--- config.mk ---
export PLATFORM = sky130hd
export DESIGN_NAME = trigger_unit_flat
export DESIGN_NICKNAME = d
export VERILOG_FILES = /design/src/rtl/trigger_unit_pkg.sv /design/src/rtl/trigger_unit_if.sv /design/src/rtl/trigger_unit_match.sv /design/src/rtl/trigger_unit.sv /design/src/flat_wrapper.sv
export SDC_FILE = /design/constraint.sdc
export NUM_CORES = 1
export LEC_CHECK = 0
export ABC_AREA = 0
export CAP_MARGIN = 5
export CELL_PAD_IN_SITES_DETAIL_PLACEMENT = 0
export CELL_PAD_IN_SITES_GLOBAL_PLACEMENT = 2
export CORE_MARGIN = 5
export CORE_UTILIZATION = 35
export DETAILED_ROUTE_END_ITERATION = 10
export HOLD_SLACK_MARGIN = 0.06
export PLACE_DENSITY = 0.82
export SYNTH_ARGS = -nofsm -noshare
export SYNTH_HDL_FRONTEND = slang
export SYNTH_SLANG_ARGS = --single-unit
--- constraint.sdc ---
create_clock -name cpu_clk -period 7.3 [get_ports cpu_clk]
set_input_delay 1.46 -clock cpu_clk [delete_from_list [all_inputs] [get_ports cpu_clk]]
set_output_delay 1.46 -clock cpu_clk [all_outputs]
set_load 0.02 [all_outputs]
--- src/rtl/trigger_unit_pkg.sv ---
// Trigger unit shared definitions: CSR addresses, tdata1 layout,
// match/action encodings, stored tdata1 record and pack/legalise helpers.
package trigger_unit_pkg;

  localparam logic [11:0] CSR_TSELECT = 12'h7A0;
  localparam logic [11:0] CSR_TDATA1  = 12'h7A1;
  localparam logic [11:0] CSR_TDATA2  = 12'h7A2;
  localparam logic [11:0] CSR_TDATA3  = 12'h7A3;
  localparam logic [11:0] CSR_TINFO   = 12'h7A4;

  localparam logic [3:0] TYPE_MC = 4'd2;

  localparam int TD1_DMODE = 27;
  localparam int TD1_HIT   = 20;
  localparam int TD1_ACT   = 12;
  localparam int TD1_MATCH = 7;
  localparam int TD1_M     = 6;
  localparam int TD1_EXEC  = 2;
  localparam int TD1_STORE = 1;
  localparam int TD1_LOAD  = 0;

  localparam logic [3:0] ACT_BRK = 4'd0;
  localparam logic [3:0] ACT_DBG = 4'd1;

  localparam logic [1:0] MATCH_EQ = 2'd0;
  localparam logic [1:0] MATCH_GE = 2'd2;
  localparam logic [1:0] MATCH_LT = 2'd3;

  typedef enum logic {
    ST_IDLE,
    ST_PEND
  } req_state_e;

  // Only the writable tdata1 bits are stored; action is {0,1}
  // and match is {0,2,3}, so narrow fields suffice.
  typedef struct packed {
    logic       dmode;
    logic       hit;
    logic       act;
    logic [1:0] mtch;
    logic       m;
    logic       exec;
    logic       store;
    logic       load;
  } tdata1_t;

  function automatic logic [31:0] pack_td1(tdata1_t t);
    return {TYPE_MC, t.dmode, 6'b0, t.hit, 4'b0,
            3'b0, t.act, 1'b0, 2'b0, t.mtch,
            t.m, 3'b0, t.exec, t.store, t.load};
  endfunction

  function automatic logic [1:0] legal_match(logic [3:0] v);
    logic [1:0] r;
    r = MATCH_EQ;
    if (v == {2'b0, MATCH_GE}) r = MATCH_GE;
    if (v == {2'b0, MATCH_LT}) r = MATCH_LT;
    return r;
  endfunction

endpackage

--- src/rtl/trigger_unit_if.sv ---
// CSR access bus of the trigger unit: core read/write with set/clr
// modifiers plus the debugger write path. master = core side, slave = unit.
interface trigger_unit_if #(
  parameter int DW = 32
);
  logic [11:0]   csr_addr;
  logic          valid_mcsr_rd;
  logic          valid_mcsr_wr;
  logic          mcsr_set;
  logic          mcsr_clr;
  logic [DW-1:0] write_data;
  logic [DW-1:0] read_data;
  logic          dbg_csr_wr;
  logic [11:0]   dbg_csr_addr;
  logic [DW-1:0] dbg_write_data;

  modport master (
    output csr_addr, valid_mcsr_rd, valid_mcsr_wr,
    output mcsr_set, mcsr_clr, write_data,
    output dbg_csr_wr, dbg_csr_addr, dbg_write_data,
    input  read_data
  );

  modport slave (
    input  csr_addr, valid_mcsr_rd, valid_mcsr_wr,
    input  mcsr_set, mcsr_clr, write_data,
    input  dbg_csr_wr, dbg_csr_addr, dbg_write_data,
    output read_data
  );
endinterface

--- src/rtl/trigger_unit_match.sv ---
// Per-trigger address comparator (module trigger_match).
// Ports: i_td1/i_td2 trigger config, fetch and load/store buses, o_match.
module trigger_match
  import trigger_unit_pkg::*;
#(
  parameter int DW = 32
) (
  input  logic          i_dbg_mode,
  input  tdata1_t       i_td1,
  input  logic [DW-1:0] i_td2,
  input  logic          i_if_valid,
  input  logic [DW-1:0] i_if_pc,
  input  logic          i_mem_valid,
  input  logic          i_mem_st,
  input  logic [DW-1:0] i_mem_addr,
  output logic          o_match
);

  function automatic logic cmp(
    logic [1:0]    mt,
    logic [DW-1:0] a,
    logic [DW-1:0] t
  );
    logic r;
    unique case (mt)
      MATCH_EQ: r = (a == t);
      MATCH_GE: r = (a >= t);
      MATCH_LT: r = (a < t);
      default:  r = 1'b0;
    endcase
    return r;
  endfunction

  logic w_ex_hit;
  logic w_mem_en;
  logic w_mem_hit;

  assign w_ex_hit  = i_td1.exec & i_if_valid &
                     cmp(i_td1.mtch, i_if_pc, i_td2);
  assign w_mem_en  = i_mem_st ? i_td1.store : i_td1.load;
  assign w_mem_hit = w_mem_en & i_mem_valid &
                     cmp(i_td1.mtch, i_mem_addr, i_td2);
  assign o_match   = i_td1.m & ~i_dbg_mode &
                     (w_ex_hit | w_mem_hit);

endmodule

--- src/rtl/trigger_unit.sv ---
// Trigger CSR file: tselect/tdata1-3/tinfo, WARL, hit bits, request FSM.
// Ports: cpu_clk/cpu_rstn, csr bus (slave), dbg_mode, fetch/mem buses,
// trig_req/trig_dbg/trig_idx out, trig_ack in. DATA_WIDTH must be >= 32.
module trigger_unit
  import trigger_unit_pkg::*;
#(
  parameter  int NUM_TRIG   = 4,
  parameter  int DATA_WIDTH = 32,
  localparam int SEL_W = (NUM_TRIG > 1) ? $clog2(NUM_TRIG) : 1
) (
  input  logic                  cpu_clk,
  input  logic                  cpu_rstn,
  trigger_unit_if.slave         csr,
  input  logic                  dbg_mode,
  input  logic                  if_valid,
  input  logic [DATA_WIDTH-1:0] if_pc,
  input  logic                  mem_valid,
  input  logic                  mem_st,
  input  logic [DATA_WIDTH-1:0] mem_addr,
  output logic                  trig_req,
  output logic                  trig_dbg,
  output logic [SEL_W-1:0]      trig_idx,
  input  logic                  trig_ack
);

  localparam int DW = DATA_WIDTH;

  tdata1_t          r_td1 [NUM_TRIG];
  logic [DW-1:0]    r_td2 [NUM_TRIG];
  logic [SEL_W-1:0] r_tsel;
  req_state_e       r_state;
  req_state_e       w_state_nxt;
  logic             r_dbg;
  logic [SEL_W-1:0] r_idx;

  tdata1_t          w_sel_td1;
  logic [DW-1:0]    w_sel_td2;
  logic             w_wr_en;
  logic             w_wr_dbg;
  logic [11:0]      w_wr_addr;
  logic [DW-1:0]    w_old;
  logic [DW-1:0]    w_wdata;
  logic             w_locked;
  logic             w_wr_tsel;
  logic             w_wr_td1;
  logic             w_wr_td2;
  tdata1_t          w_new_td1;
  logic [NUM_TRIG-1:0] w_match;
  logic             w_any;
  logic [SEL_W-1:0] w_fire_idx;
  logic             w_fire_dbg;
  logic             w_load;

  assign w_sel_td1 = r_td1[r_tsel];
  assign w_sel_td2 = r_td2[r_tsel];

  function automatic logic [DW-1:0] csr_val(
    logic [11:0]      a,
    logic [SEL_W-1:0] ts,
    tdata1_t          t1,
    logic [DW-1:0]    t2
  );
    logic [DW-1:0] r;
    r = '0;
    unique case (1'b1)
      (a == CSR_TSELECT): r = DW'(ts);
      (a == CSR_TDATA1):  r = DW'(pack_td1(t1));
      (a == CSR_TDATA2):  r = t2;
      (a == CSR_TINFO):   r = DW'(1 << TYPE_MC);
      default:            r = '0;
    endcase
    return r;
  endfunction

  assign csr.read_data = csr.valid_mcsr_rd ?
    csr_val(csr.csr_addr, r_tsel, w_sel_td1, w_sel_td2) : '0;

  // Debugger write pre-empts a same-cycle core write.
  always_comb begin
    w_wr_dbg  = csr.dbg_csr_wr;
    w_wr_en   = csr.dbg_csr_wr | csr.valid_mcsr_wr;
    w_wr_addr = csr.dbg_csr_wr ? csr.dbg_csr_addr : csr.csr_addr;
    w_old     = csr_val(csr.csr_addr, r_tsel, w_sel_td1, w_sel_td2);
    w_wdata   = csr.write_data;
    unique case (1'b1)
      csr.dbg_csr_wr: w_wdata = csr.dbg_write_data;
      csr.mcsr_set:   w_wdata = w_old | csr.write_data;
      csr.mcsr_clr:   w_wdata = w_old & ~csr.write_data;
      default:        w_wdata = csr.write_data;
    endcase
  end

  // Debug-owned triggers are frozen for the core outside debug mode.
  assign w_locked  = w_sel_td1.dmode & ~w_wr_dbg & ~dbg_mode;
  assign w_wr_tsel = w_wr_en & (w_wr_addr == CSR_TSELECT) &
                     (w_wdata < DW'(NUM_TRIG));
  assign w_wr_td1  = w_wr_en & (w_wr_addr == CSR_TDATA1) & ~w_locked;
  assign w_wr_td2  = w_wr_en & (w_wr_addr == CSR_TDATA2) & ~w_locked;

  always_comb begin
    w_new_td1       = '0;
    w_new_td1.dmode = (w_wr_dbg | dbg_mode) ? w_wdata[TD1_DMODE]
                                            : w_sel_td1.dmode;
    w_new_td1.hit   = w_wdata[TD1_HIT];
    w_new_td1.act   = (w_wdata[TD1_ACT +: 4] == ACT_DBG) &
                      w_new_td1.dmode;
    w_new_td1.mtch  = legal_match(w_wdata[TD1_MATCH +: 4]);
    w_new_td1.m     = w_wdata[TD1_M];
    w_new_td1.exec  = w_wdata[TD1_EXEC];
    w_new_td1.store = w_wdata[TD1_STORE];
    w_new_td1.load  = w_wdata[TD1_LOAD];
  end

  for (genvar g = 0; g < NUM_TRIG; g++) begin : g_trig
    trigger_match #(.DW(DW)) u_match (
      .i_dbg_mode  (dbg_mode),
      .i_td1       (r_td1[g]),
      .i_td2       (r_td2[g]),
      .i_if_valid  (if_valid),
      .i_if_pc     (if_pc),
      .i_mem_valid (mem_valid),
      .i_mem_st    (mem_st),
      .i_mem_addr  (mem_addr),
      .o_match     (w_match[g])
    );
  end

  assign w_any = |w_match;

  // Scan downwards so the lowest matching index wins.
  always_comb begin
    w_fire_idx = '0;
    w_fire_dbg = 1'b0;
    for (int i = NUM_TRIG - 1; i >= 0; i--) begin
      if (w_match[i]) begin
        w_fire_idx = SEL_W'(i);
        w_fire_dbg = r_td1[i].act;
      end
    end
  end

  always_ff @(posedge cpu_clk or negedge cpu_rstn) begin
    if (!cpu_rstn) begin
      r_tsel <= '0;
      for (int i = 0; i < NUM_TRIG; i++) begin
        r_td1[i] <= '0;
        r_td2[i] <= '0;
      end
    end else begin
      if (w_wr_tsel) r_tsel <= w_wdata[SEL_W-1:0];
      for (int i = 0; i < NUM_TRIG; i++) begin
        if (w_wr_td1 && r_tsel == SEL_W'(i))
          r_td1[i] <= w_new_td1;
        else if (w_match[i])
          r_td1[i].hit <= 1'b1;
        if (w_wr_td2 && r_tsel == SEL_W'(i))
          r_td2[i] <= w_wdata;
      end
    end
  end

  always_ff @(posedge cpu_clk or negedge cpu_rstn) begin
    if (!cpu_rstn) r_state <= ST_IDLE;
    else           r_state <= w_state_nxt;
  end

  always_comb begin
    w_state_nxt = r_state;
    w_load      = 1'b0;
    if (dbg_mode) begin
      w_state_nxt = ST_IDLE;
    end else begin
      unique case (r_state)
        ST_IDLE: begin
          if (w_any) begin
            w_state_nxt = ST_PEND;
            w_load      = 1'b1;
          end
        end
        ST_PEND: begin
          if (trig_ack) begin
            w_state_nxt = w_any ? ST_PEND : ST_IDLE;
            w_load      = w_any;
          end
        end
        default: w_state_nxt = ST_IDLE;
      endcase
    end
  end

  always_ff @(posedge cpu_clk or negedge cpu_rstn) begin
    if (!cpu_rstn) begin
      r_idx <= '0;
      r_dbg <= 1'b0;
    end else if (w_load) begin
      r_idx <= w_fire_idx;
      r_dbg <= w_fire_dbg;
    end else if (w_state_nxt == ST_IDLE) begin
      r_idx <= '0;
      r_dbg <= 1'b0;
    end
  end

  assign trig_req = (r_state == ST_PEND);
  assign trig_dbg = r_dbg;
  assign trig_idx = r_idx;

endmodule

--- src/flat_wrapper.sv ---
// flat-port wrapper written by rule: the top's interface ports become plain ports
module trigger_unit_flat import trigger_unit_pkg::*;
#(
  parameter  int NUM_TRIG   = 4,
  parameter  int DATA_WIDTH = 32,
  localparam int SEL_W = (NUM_TRIG > 1) ? $clog2(NUM_TRIG) : 1
)
  (cpu_clk, cpu_rstn, dbg_mode, if_valid, if_pc, mem_valid, mem_st, mem_addr, trig_req, trig_dbg, trig_idx, trig_ack, csr_csr_addr, csr_valid_mcsr_rd, csr_valid_mcsr_wr, csr_mcsr_set, csr_mcsr_clr, csr_write_data, csr_dbg_csr_wr, csr_dbg_csr_addr, csr_dbg_write_data, csr_read_data);
  trigger_unit_if #(.DW(32)) csr_i ();
  input  logic cpu_clk;
  input  logic cpu_rstn;
  input  logic dbg_mode;
  input  logic if_valid;
  input  logic [DATA_WIDTH-1:0] if_pc;
  input  logic mem_valid;
  input  logic mem_st;
  input  logic [DATA_WIDTH-1:0] mem_addr;
  output logic trig_req;
  output logic trig_dbg;
  output logic [SEL_W-1:0] trig_idx;
  input  logic trig_ack;
  input wire logic [$bits(csr_i.csr_addr)-1:0] csr_csr_addr;
  input wire logic [$bits(csr_i.valid_mcsr_rd)-1:0] csr_valid_mcsr_rd;
  input wire logic [$bits(csr_i.valid_mcsr_wr)-1:0] csr_valid_mcsr_wr;
  input wire logic [$bits(csr_i.mcsr_set)-1:0] csr_mcsr_set;
  input wire logic [$bits(csr_i.mcsr_clr)-1:0] csr_mcsr_clr;
  input wire logic [$bits(csr_i.write_data)-1:0] csr_write_data;
  input wire logic [$bits(csr_i.dbg_csr_wr)-1:0] csr_dbg_csr_wr;
  input wire logic [$bits(csr_i.dbg_csr_addr)-1:0] csr_dbg_csr_addr;
  input wire logic [$bits(csr_i.dbg_write_data)-1:0] csr_dbg_write_data;
  output wire logic [$bits(csr_i.read_data)-1:0] csr_read_data;
  assign csr_i.csr_addr = csr_csr_addr;
  assign csr_i.valid_mcsr_rd = csr_valid_mcsr_rd;
  assign csr_i.valid_mcsr_wr = csr_valid_mcsr_wr;
  assign csr_i.mcsr_set = csr_mcsr_set;
  assign csr_i.mcsr_clr = csr_mcsr_clr;
  assign csr_i.write_data = csr_write_data;
  assign csr_i.dbg_csr_wr = csr_dbg_csr_wr;
  assign csr_i.dbg_csr_addr = csr_dbg_csr_addr;
  assign csr_i.dbg_write_data = csr_dbg_write_data;
  assign csr_read_data = csr_i.read_data;
  trigger_unit #(.NUM_TRIG(NUM_TRIG), .DATA_WIDTH(DATA_WIDTH)) u_core (.cpu_clk(cpu_clk), .cpu_rstn(cpu_rstn), .csr(csr_i), .dbg_mode(dbg_mode), .if_valid(if_valid), .if_pc(if_pc), .mem_valid(mem_valid), .mem_st(mem_st), .mem_addr(mem_addr), .trig_req(trig_req), .trig_dbg(trig_dbg), .trig_idx(trig_idx), .trig_ack(trig_ack));
endmodule
==> reports/results.ini, run 1 <==
[sta]
finClkSkew_ns = 0.00991
rsz0062_at_grt = false
max_freq_mhz = 163
final_hold_viol_count = 0
drv_slew = 0
finalSetupViolCount = 0
period_needed_ns = 6.12
period_share_pct = 83.9
worst_slew_pin_slew_ns = 1.12
holdWs_ns = 0.511
fin_setup_tns_ns = 0
maxSlewHeadroom_pct = 24.8
setup_slack_ns = 1.18

[critical_path]
crit_arrival_ns = 4.66
worstSetupEndpoint = csr_read_data[18]
worstPathRequired_ns = 5.84
cp_slowest_cell = nor2_2
start_kind = primary input
crit_top_cell = clkdlybuf4s50_1
worstReg2RegStart = u_core.r_tsel[1]
startpoint = csr_csr_addr[5]
crit_path_end_kind = output pin
reg2reg_to = u_core.r_tsel[1]
max_stage_delay_ns = 0.71
path_cells = clkdlybuf4s50_1 -> nor3b_1 -> nand4b_1 -> or2_1 -> nor2_2 -> buf_4 -> and3_1 -> clkdlybuf4s50_1
rrSetupSlack_ns = 2.76
crit_type = primary input to output pin
reg2reg_depth = 9
worst-path-max-fanout = 20

[detailed_routing]
drt_pass1_iterations = 7
via_count = 13700
ant_nets = 0
viasPerCell = 5.65
initialDrtViolationCount = 999
totalWireLength_um = 57800
drc = 0
routedWlPerCell_um = 23.9

[die]
rows = 75
start_util_pct = 35.3
die_w_um = 215
ios = 200
dieArea_mm2 = 0.0463
coreArea_mm2 = 0.0418
die_h_um = 215

[cts]
htree_num_levels = 4
cts_tree = built
hold_buffers = 0
cts.path.max_buffers = 2
cts_buffers = 17
post_cts_resized = 0
cts_root_buf = clkbuf_16
cts_num_sinks = 170
cts_setup_buffers = 0
clk_pin_slew_ns = 0.07
clk_latency_ns = 0.46

[final_layout]
utilization_pct = 43.0
fillers = 4133
drive_gt1_share_pct = 6.69
final_common_cell = ha_1
final_cell_mix = ha_1 (256), a21oi_1 (249), nor2_1 (205), clkdlybuf4s50_1 (197), dfrtp_1 (168)
fin_area_mm2 = 0.0179
multi_input_area_mm2 = 0.00968
layout.area.seq_mm2 = 0.00426
nNetsFinal = 2291
synthToLayoutAreaGrowth_pct = 21.8
final_cells = 2423
antennaDiodeCount = 0

[run_status]
outcome = finished, final reports clean

[synthesis]
ys_ff_latch = 170
syn-cell-area_mm2 = 0.0147
synth_top_area_share_pct = 28.9
avgSynthCellArea_um2 = 8.73
synth_enable_flop_cells = 0
yosysUniqueCellTypes = 74
syn_nets = 2107
ys_top_cells_by_area = dfrtp_1 (29%), ha_1 (22%), a21oi_1 (8.5%)
synth_top_flop_cell = dfrtp_1
yosysWarnings = 0
syn_inst = 1687
synthArstFlopShare_pct = 100
ys_seq_area_share_pct = 28.9
synth_top_cell_by_area = dfrtp_1

[power]
powerDensity_mw_per_mm2 = 130
leakage_nw = 7.65
ir_drop_v = 0.000149
power.total_mw = 2.33

[place]
place_area_mm2 = 0.0174
dp_cells = 2391
globalplace.congestion = 0.917
hpwl_um = 45900
portBuffers = 199
detailedPlace.worstSlack_ns = 1.16

[global_route]
antenna_found_initial = 2
grt_pass1_wl_um = 86200
grt_start_max_net_pins = 76
grt_pass1_vias = 13500
grtUsageTotal_pct = 24.5
grt-ovfl-total = 0

[min_path]
worstHoldPathCells = 1
hp-class = flop to flop

[flow_run]
cap_violations = 0

final cells by class:
cell class,count,area share (%)
tap,539,3.76
multi-input combinational,1308,54.0
sequential,170,23.7
clock inverter,14,0.865
clock buffer,18,2.39
timing repair buffer,226,12.2
inverter,148,3.10
worst min-delay path by stage:
| stage | from | to | slack, ns |
|---|---|---|---|
| after floorplan | u_core.r_td1[28] | u_core.r_td1[28] | 0.46 |
| after global placement | u_core.r_td1[8] | u_core.r_td1[8] | 0.48 |
| after detailed placement | u_core.r_td1[26] | u_core.r_td1[26] | 0.50 |
| after CTS | u_core.r_td1[26] | u_core.r_td1[26] | 0.52 |
| after global routing | u_core.r_td1[8] | u_core.r_td1[8] | 0.53 |
| final | u_core.r_td1[17] | u_core.r_td1[17] | 0.51 |
sequential cells by signal, indices dropped and copies added, names as in the netlist:
| name | count |
|---|---|
| u_core.trig_dbg | 1 |
| u_core.trig_idx | 2 |
| u_core.r_tsel | 2 |
| u_core.trig_req | 1 |
| u_core.r_td1 | 36 |
| u_core.r_td2 | 128 |
where the power goes:
group | internal (mW) | leakage, nW | switching, mW
combinational | 0.191 | 5.01 | 0.252
sequential | 0.943 | 2.35 | 0.00238
clock | 0.487 | 0.288 | 0.454
total | 1.62 | 7.65 | 0.708
synthesized netlist by cell type, drive strengths merged (15+ instances only):
cell	n
ha	256
a21oi	250
nor2	209
dfrtp	170
inv	147
nand2	112
nand4	61
o21ai	47
clkbuf	44
mux4	40
nor3	38
nand3	35
a221oi	33
and3	29
a21o	19
mux2	18
buf	17
nor2b	15
critical path: cells and delay by family:
| family | cells | cell delay (ns) |
|---|---|---|
| buf+inv | 3 | 1.42 |
| simple gates | 5 | 1.78 |
kinds of logic after synthesis:
kind of cell | synth area share, %
AO/OA/AOI/OAI | 16.8
XOR/XNOR | 0.119
adder cells (fa/ha/maj) | 21.7
buffers and inverters | 5.67
flip-flops | 28.9
multiplexers | 8.21
AND/OR/NAND/NOR | 18.6
metal layers:
metal | vias to the layer above | global-route usage, % | part of all wire, %
met1 | 6657 | 34.3 | 46
met4 | 0 | 7.45 | 2.8
li1 | 6577 | - | -
met5 | - | 0 | 0
met2 | 404 | 38.8 | 46
met3 | 64 | 4.52 | 6.0
(Power assumes the default switching activity.)
==> run 2: changes to the inputs <==
==> constraint.sdc (replaced) <==
create_clock -name cpu_clk -period 6.4 [get_ports cpu_clk]
set_input_delay 1.28 -clock cpu_clk [delete_from_list [all_inputs] [get_ports cpu_clk]]
set_output_delay 1.28 -clock cpu_clk [all_outputs]
set_load 0.02 [all_outputs]
==> reports/results.ini, run 2 (same netlist as run 1, synthesis figures left out) <==
[run_status]
outcome = finished, final reports clean

[critical_path]
cp_slowest_cell = nor2_2
crit_family = simple AND/OR/NAND/NOR gates
worstReg2RegStart = u_core.r_tsel[1]
reg2reg_to = u_core.r_tsel[0]
path_cells = clkdlybuf4s50_1 -> nor3b_1 -> nand4b_1 -> or2_1 -> nor2_2 -> buf_4 -> and3_1 -> clkdlybuf4s50_1
start_kind = primary input
crit_path_end_kind = output pin
worstPathRequired_ns = 5.12
rrSetupSlack_ns = 1.99
reg2reg_depth = 8
worst-path-max-fanout = 17
crit_top_cell = clkdlybuf4s50_1
path_buf_inv = 3
crit_arrival_ns = 4.49
crit_type = primary input to output pin
max_stage_delay_ns = 1.01

[cts]
cts_setup_buffers = 0
htree_num_levels = 4
clk_pin_slew_ns = 0.07
clk_latency_ns = 0.44
cts_tree = built
hold_buffers = 0
cts_num_sinks = 170
post_cts_resized = 0
cts_buffers = 17
cts_root_buf = clkbuf_16
cts.path.max_buffers = 2

[detailed_routing]
totalWireLength_um = 58200
initialDrtViolationCount = 1107
via_count = 13700
drc = 0
drt_pass1_iterations = 5
viasPerCell = 5.68
ant_nets = 0
routedWlPerCell_um = 24.1

[die]
coreArea_mm2 = 0.0418
ios = 200
rows = 75
dieArea_mm2 = 0.0463
die_w_um = 215
die_h_um = 215
start_util_pct = 35.3

[final_layout]
final_common_cell = ha_1
final_cells = 2418
synthToLayoutAreaGrowth_pct = 21.6
top_regs = u_core.r_td2 x128, u_core.r_td1 x36
multi_input_area_mm2 = 0.00968
drive_gt1_share_pct = 6.39
layout.area.seq_mm2 = 0.00426
nNetsFinal = 2286
final_cell_mix = ha_1 (256), a21oi_1 (249), nor2_1 (205), clkdlybuf4s50_1 (197), dfrtp_1 (168)
antennaDiodeCount = 0
largest_register_ffs = 128
fillers = 4111
utilization_pct = 42.9
top_register = u_core.r_td2

[sta]
worst_slew_pin_slew_ns = 1.32
finClkSkew_ns = 0.0108
max_freq_mhz = 173
finalSetupViolCount = 0
rsz0062_at_grt = false
period_needed_ns = 5.77
final_hold_viol_count = 0
period_share_pct = 90.1
drv_slew = 0
fin_setup_tns_ns = 0
maxSlewHeadroom_pct = 11.9

[min_path]
min_from = u_core.r_td1[28]
hp-class = flop to flop
worstHoldPathCells = 2
hold_end = u_core.r_td1[28]

[power]
power.internal_mw = 1.85
clockPowerShare_pct = 39.7
powerDensity_mw_per_mm2 = 146
p_switching_mw = 0.765
power_frac_comb_pct = 19.1
leakage_nw = 7.62
power_frac_seq_pct = 41.3
ir_drop_v = 0.000157
swShare_pct = 29.2

[global_route]
grt_pass1_wl_um = 86500
grt_pass1_vias = 13400
grtUsageTotal_pct = 24.5
grt_start_max_net_pins = 77
grt-ovfl-total = 0
antenna_found_initial = 1

[place]
globalplace.congestion = 0.931
portBuffers = 199
hpwl_um = 46700
dp_cells = 2386

[flow_run]
cap_violations = 0

run 2: final cells by class:
type                    count  area share [%]
clock inverters            12           0.649
clock buffers              20            2.55
multi-input cells        1308            54.0
well taps                 539            3.76
repair buffers            221            12.2
flip-flops and latches    170            23.8
inverters                 148            3.10
run 2: worst register-to-register path, stage by stage, from the launching register on:
cell and delay, ns:
dfrtp_2 0.93, buf_12 0.33, mux4_2 0.59, o21a_1 0.13, a222oi_1 0.78, nand2_1 0.30
or4_1 0.59, or4_4 0.46, mux2i_1 0.14
run 2: worst max-delay path by stage:
stage	from	end	slack, ns	cells after the start
6_report	csr_csr_addr[5]	csr_read_data[16]	0.63	8
3_5_place_dp	csr_csr_addr[5]	csr_read_data[16]	0.57	8
2_1_floorplan	csr_csr_addr[6]	csr_read_data[0]	2.32	7
5_1_grt	csr_csr_addr[5]	csr_read_data[16]	0.45	8
4_1_cts	csr_csr_addr[5]	csr_read_data[16]	0.57	8
3_3_place_gp	csr_csr_addr[5]	csr_read_data[11]	0.63	8
run 2: power by group through the flow:
| stage | logic, mW | registers [mW] | clock network (mW) |
|---|---|---|---|
| 6_report | 0.498 | 1.08 | 1.04 |
| 5_1_grt | 0.550 | 1.08 | 1.09 |
| 4_1_cts | 0.496 | 1.08 | 1.06 |
| 3_5_place_dp | 0.493 | 1.10 | 0 |
| 3_3_place_gp | 0.484 | 1.10 | 0 |
| 2_1_floorplan | 0.224 | 1.10 | 0 |
run 2: per-layer routing:
layer	GRT usage, %	up-vias	part of all wire, %
met1	33.5	6675	44
met2	40.2	429	47
met3	4.39	59	6.1
li1	-	6562	-
met4	6.72	2	2.8
met5	0	-	0.012
run 2: stage by stage:
step | cell area (um2) | setup slack [ns] | hold WS (ns) | total power, mW
3_5_place_dp | 17300 | 0.574 | 0.493 | 1.59
5_1_grt | 17900 | 0.450 | 0.544 | 2.72
4_1_cts | 17900 | 0.575 | 0.508 | 2.63
6_report | 17900 | 0.633 | 0.504 | 2.61
2_1_floorplan | 14700 | 2.32 | 0.461 | 1.32
3_3_place_gp | 17300 | 0.631 | 0.484 | 1.58
==> run 3: changes to the inputs <==
--- a/config.mk
+++ b/config.mk
@@ -12,8 +12,10 @@
 export CORE_MARGIN = 5
 export CORE_UTILIZATION = 35
 export DETAILED_ROUTE_END_ITERATION = 10
-export HOLD_SLACK_MARGIN = 0.06
+export HOLD_SLACK_MARGIN = 0.08
 export PLACE_DENSITY = 0.82
+export REMOVE_ABC_BUFFERS = 1
 export SYNTH_ARGS = -nofsm -noshare
 export SYNTH_HDL_FRONTEND = slang
 export SYNTH_SLANG_ARGS = --single-unit
+export TNS_END_PERCENT = 10
==> reports/results.ini, run 3 (same netlist as run 1, synthesis figures left out) <==
[critical_path]
rrSetupSlack_ns = 2.26
crit_top_cell = clkdlybuf4s50_1
path_buf_inv = 3
crit_path_end_kind = output pin
path_cells = clkdlybuf4s50_1 -> nor3b_1 -> nand4b_1 -> or2_1 -> nor2_2 -> buf_4 -> and3_1 -> clkdlybuf4s50_1
crit_arrival_ns = 4.27
max_stage_delay_ns = 0.62
worst-path-max-fanout = 16
start_kind = primary input
worstPathRequired_ns = 5.12
cp_slowest_cell = nor2_2
crit_type = primary input to output pin
crit_family = simple AND/OR/NAND/NOR gates

[min_path]
hp-class = flop to flop

[detailed_routing]
ant_nets = 0
routedWlPerCell_um = 23.8
drc = 0
drt_pass1_iterations = 7
via_count = 13700
viasPerCell = 5.64
initialDrtViolationCount = 986
totalWireLength_um = 57500

[sta]
fin_setup_tns_ns = 0
finClkSkew_ns = 0.0165
period_share_pct = 86.6
drv_slew = 0
maxSlewHeadroom_pct = 29.8
final_hold_viol_count = 0
max_freq_mhz = 180
finalSetupViolCount = 0
rsz0062_at_grt = false
period_needed_ns = 5.55
worst_slew_pin_slew_ns = 1.05

[cts]
cts_setup_buffers = 0
cts_root_buf = clkbuf_16
clk_pin_slew_ns = 0.07
post_cts_resized = 0
cts_buffers = 17
htree_num_levels = 4
hold_buffers = 0
cts_num_sinks = 170
clk_latency_ns = 0.46
cts.path.max_buffers = 2
cts_tree = built

[power]
powerDensity_mw_per_mm2 = 148
ir_drop_v = 0.000175
power.internal_mw = 1.82
power_frac_comb_pct = 18.8
power.total_mw = 2.66
p_switching_mw = 0.844
clockPowerShare_pct = 40.7
swShare_pct = 31.7
leakage_nw = 7.67
power_frac_seq_pct = 40.5

[final_layout]
top_register = u_core.r_td2
final_cells = 2422
nNetsFinal = 2290
final_cell_mix = ha_1 (256), a21oi_1 (249), nor2_1 (205), clkdlybuf4s50_1 (197), dfrtp_1 (168)
largest_register_ffs = 128
fillers = 4157
antennaDiodeCount = 0
final_common_cell = ha_1
top_regs = u_core.r_td2 x128, u_core.r_td1 x36
synthToLayoutAreaGrowth_pct = 22.2
drive_gt1_share_pct = 6.69

[place]
dp_cells = 2390
portBuffers = 199
hpwl_um = 45200
globalplace.congestion = 0.943

[die]
coreArea_mm2 = 0.0418
dieArea_mm2 = 0.0463
start_util_pct = 35.3
ios = 200
die_h_um = 215
rows = 75
die_w_um = 215

[global_route]
grt-ovfl-total = 0
grtUsageTotal_pct = 24.5
grt_pass1_wl_um = 86300
antenna_found_initial = 0
grt_start_max_net_pins = 77
grt_pass1_vias = 13900

[run_status]
outcome = finished, final reports clean

[flow_run]
cap_violations = 0

[run 3: cell types whose count changed in the layout (fill, tap and decap cells not counted), moves of 2 or more]
cell / change
clkbuf_8: -2
clkinvlp_4: -4
buf_4: +2
inv_8: +4
clkinv_8: +4
clkinv_2: -2
buf_12: +2
[run 3: cell type report]
cell class | instances | area (um2) | area share, %
multi-input combinational | 1308 | 9680 | 53.8
sequential | 170 | 4260 | 23.7
timing repair buffer | 225 | 2230 | 12.4
tap | 539 | 674 | 3.75
inverter | 148 | 556 | 3.09
clock buffer | 17 | 425 | 2.36
clock inverter | 15 | 174 | 0.966
[run 3: stage by stage]
stage / worst slack [ns] / hold WS (ns) / area, um2 / util [%]
finish: 0.855 / 0.515 / 18000 / 43.1
global route: 0.738 / 0.527 / 18000 / 43.1
CTS: 0.860 / 0.507 / 18000 / 43.1
detailed placement: 0.882 / 0.492 / 17400 / 41.7
global placement: 0.884 / 0.482 / 17400 / 41.7
floorplan: 1.30 / 0.461 / 14500 / -
[run 3: power groups by stage]
stage / logic [mW] / registers (mW) / clock network (mW)
3_5_place_dp: 0.498 / 1.10 / 0
4_1_cts: 0.501 / 1.08 / 1.10
3_3_place_gp: 0.490 / 1.10 / 0
5_1_grt: 0.555 / 1.08 / 1.14
2_1_floorplan: 0.216 / 1.10 / 0
6_report: 0.501 / 1.08 / 1.08
[run 3: worst paths after layout]
check                                  from               end  depth (start not counted)
max reg2reg                u_core.r_tsel[1]  u_core.r_tsel[1]                          8
min in group asynchronous          cpu_rstn  u_core.r_td2[22]                          1
min reg2reg                u_core.r_td1[27]  u_core.r_td1[27]                          2
max in group asynchronous          cpu_rstn  u_core.r_tsel[0]                          2
max                         csr_csr_addr[5]  csr_read_data[4]                          8
min                        u_core.r_td1[27]  u_core.r_td1[27]                          2
[run 3: routing by layer]
layer | track usage (%) | share of wire, % | up-vias
met5 | 0 | 0 | -
met4 | 9.52 | 4.1 | 0
met3 | 4.26 | 5.4 | 81
met2 | 40.9 | 47 | 416
met1 | 31.8 | 43 | 6579
li1 | - | - | 6574
[run 3: worst register-to-register path, stage by stage, from the launching register on]
cell and delay, ns:
dfrtp_2 0.86, buf_12 0.35, mux4_2 0.62, o21a_1 0.15
a222oi_1 0.80, nand2_1 0.11, or4_1 0.53, or4_4 0.44
mux2i_1 0.13
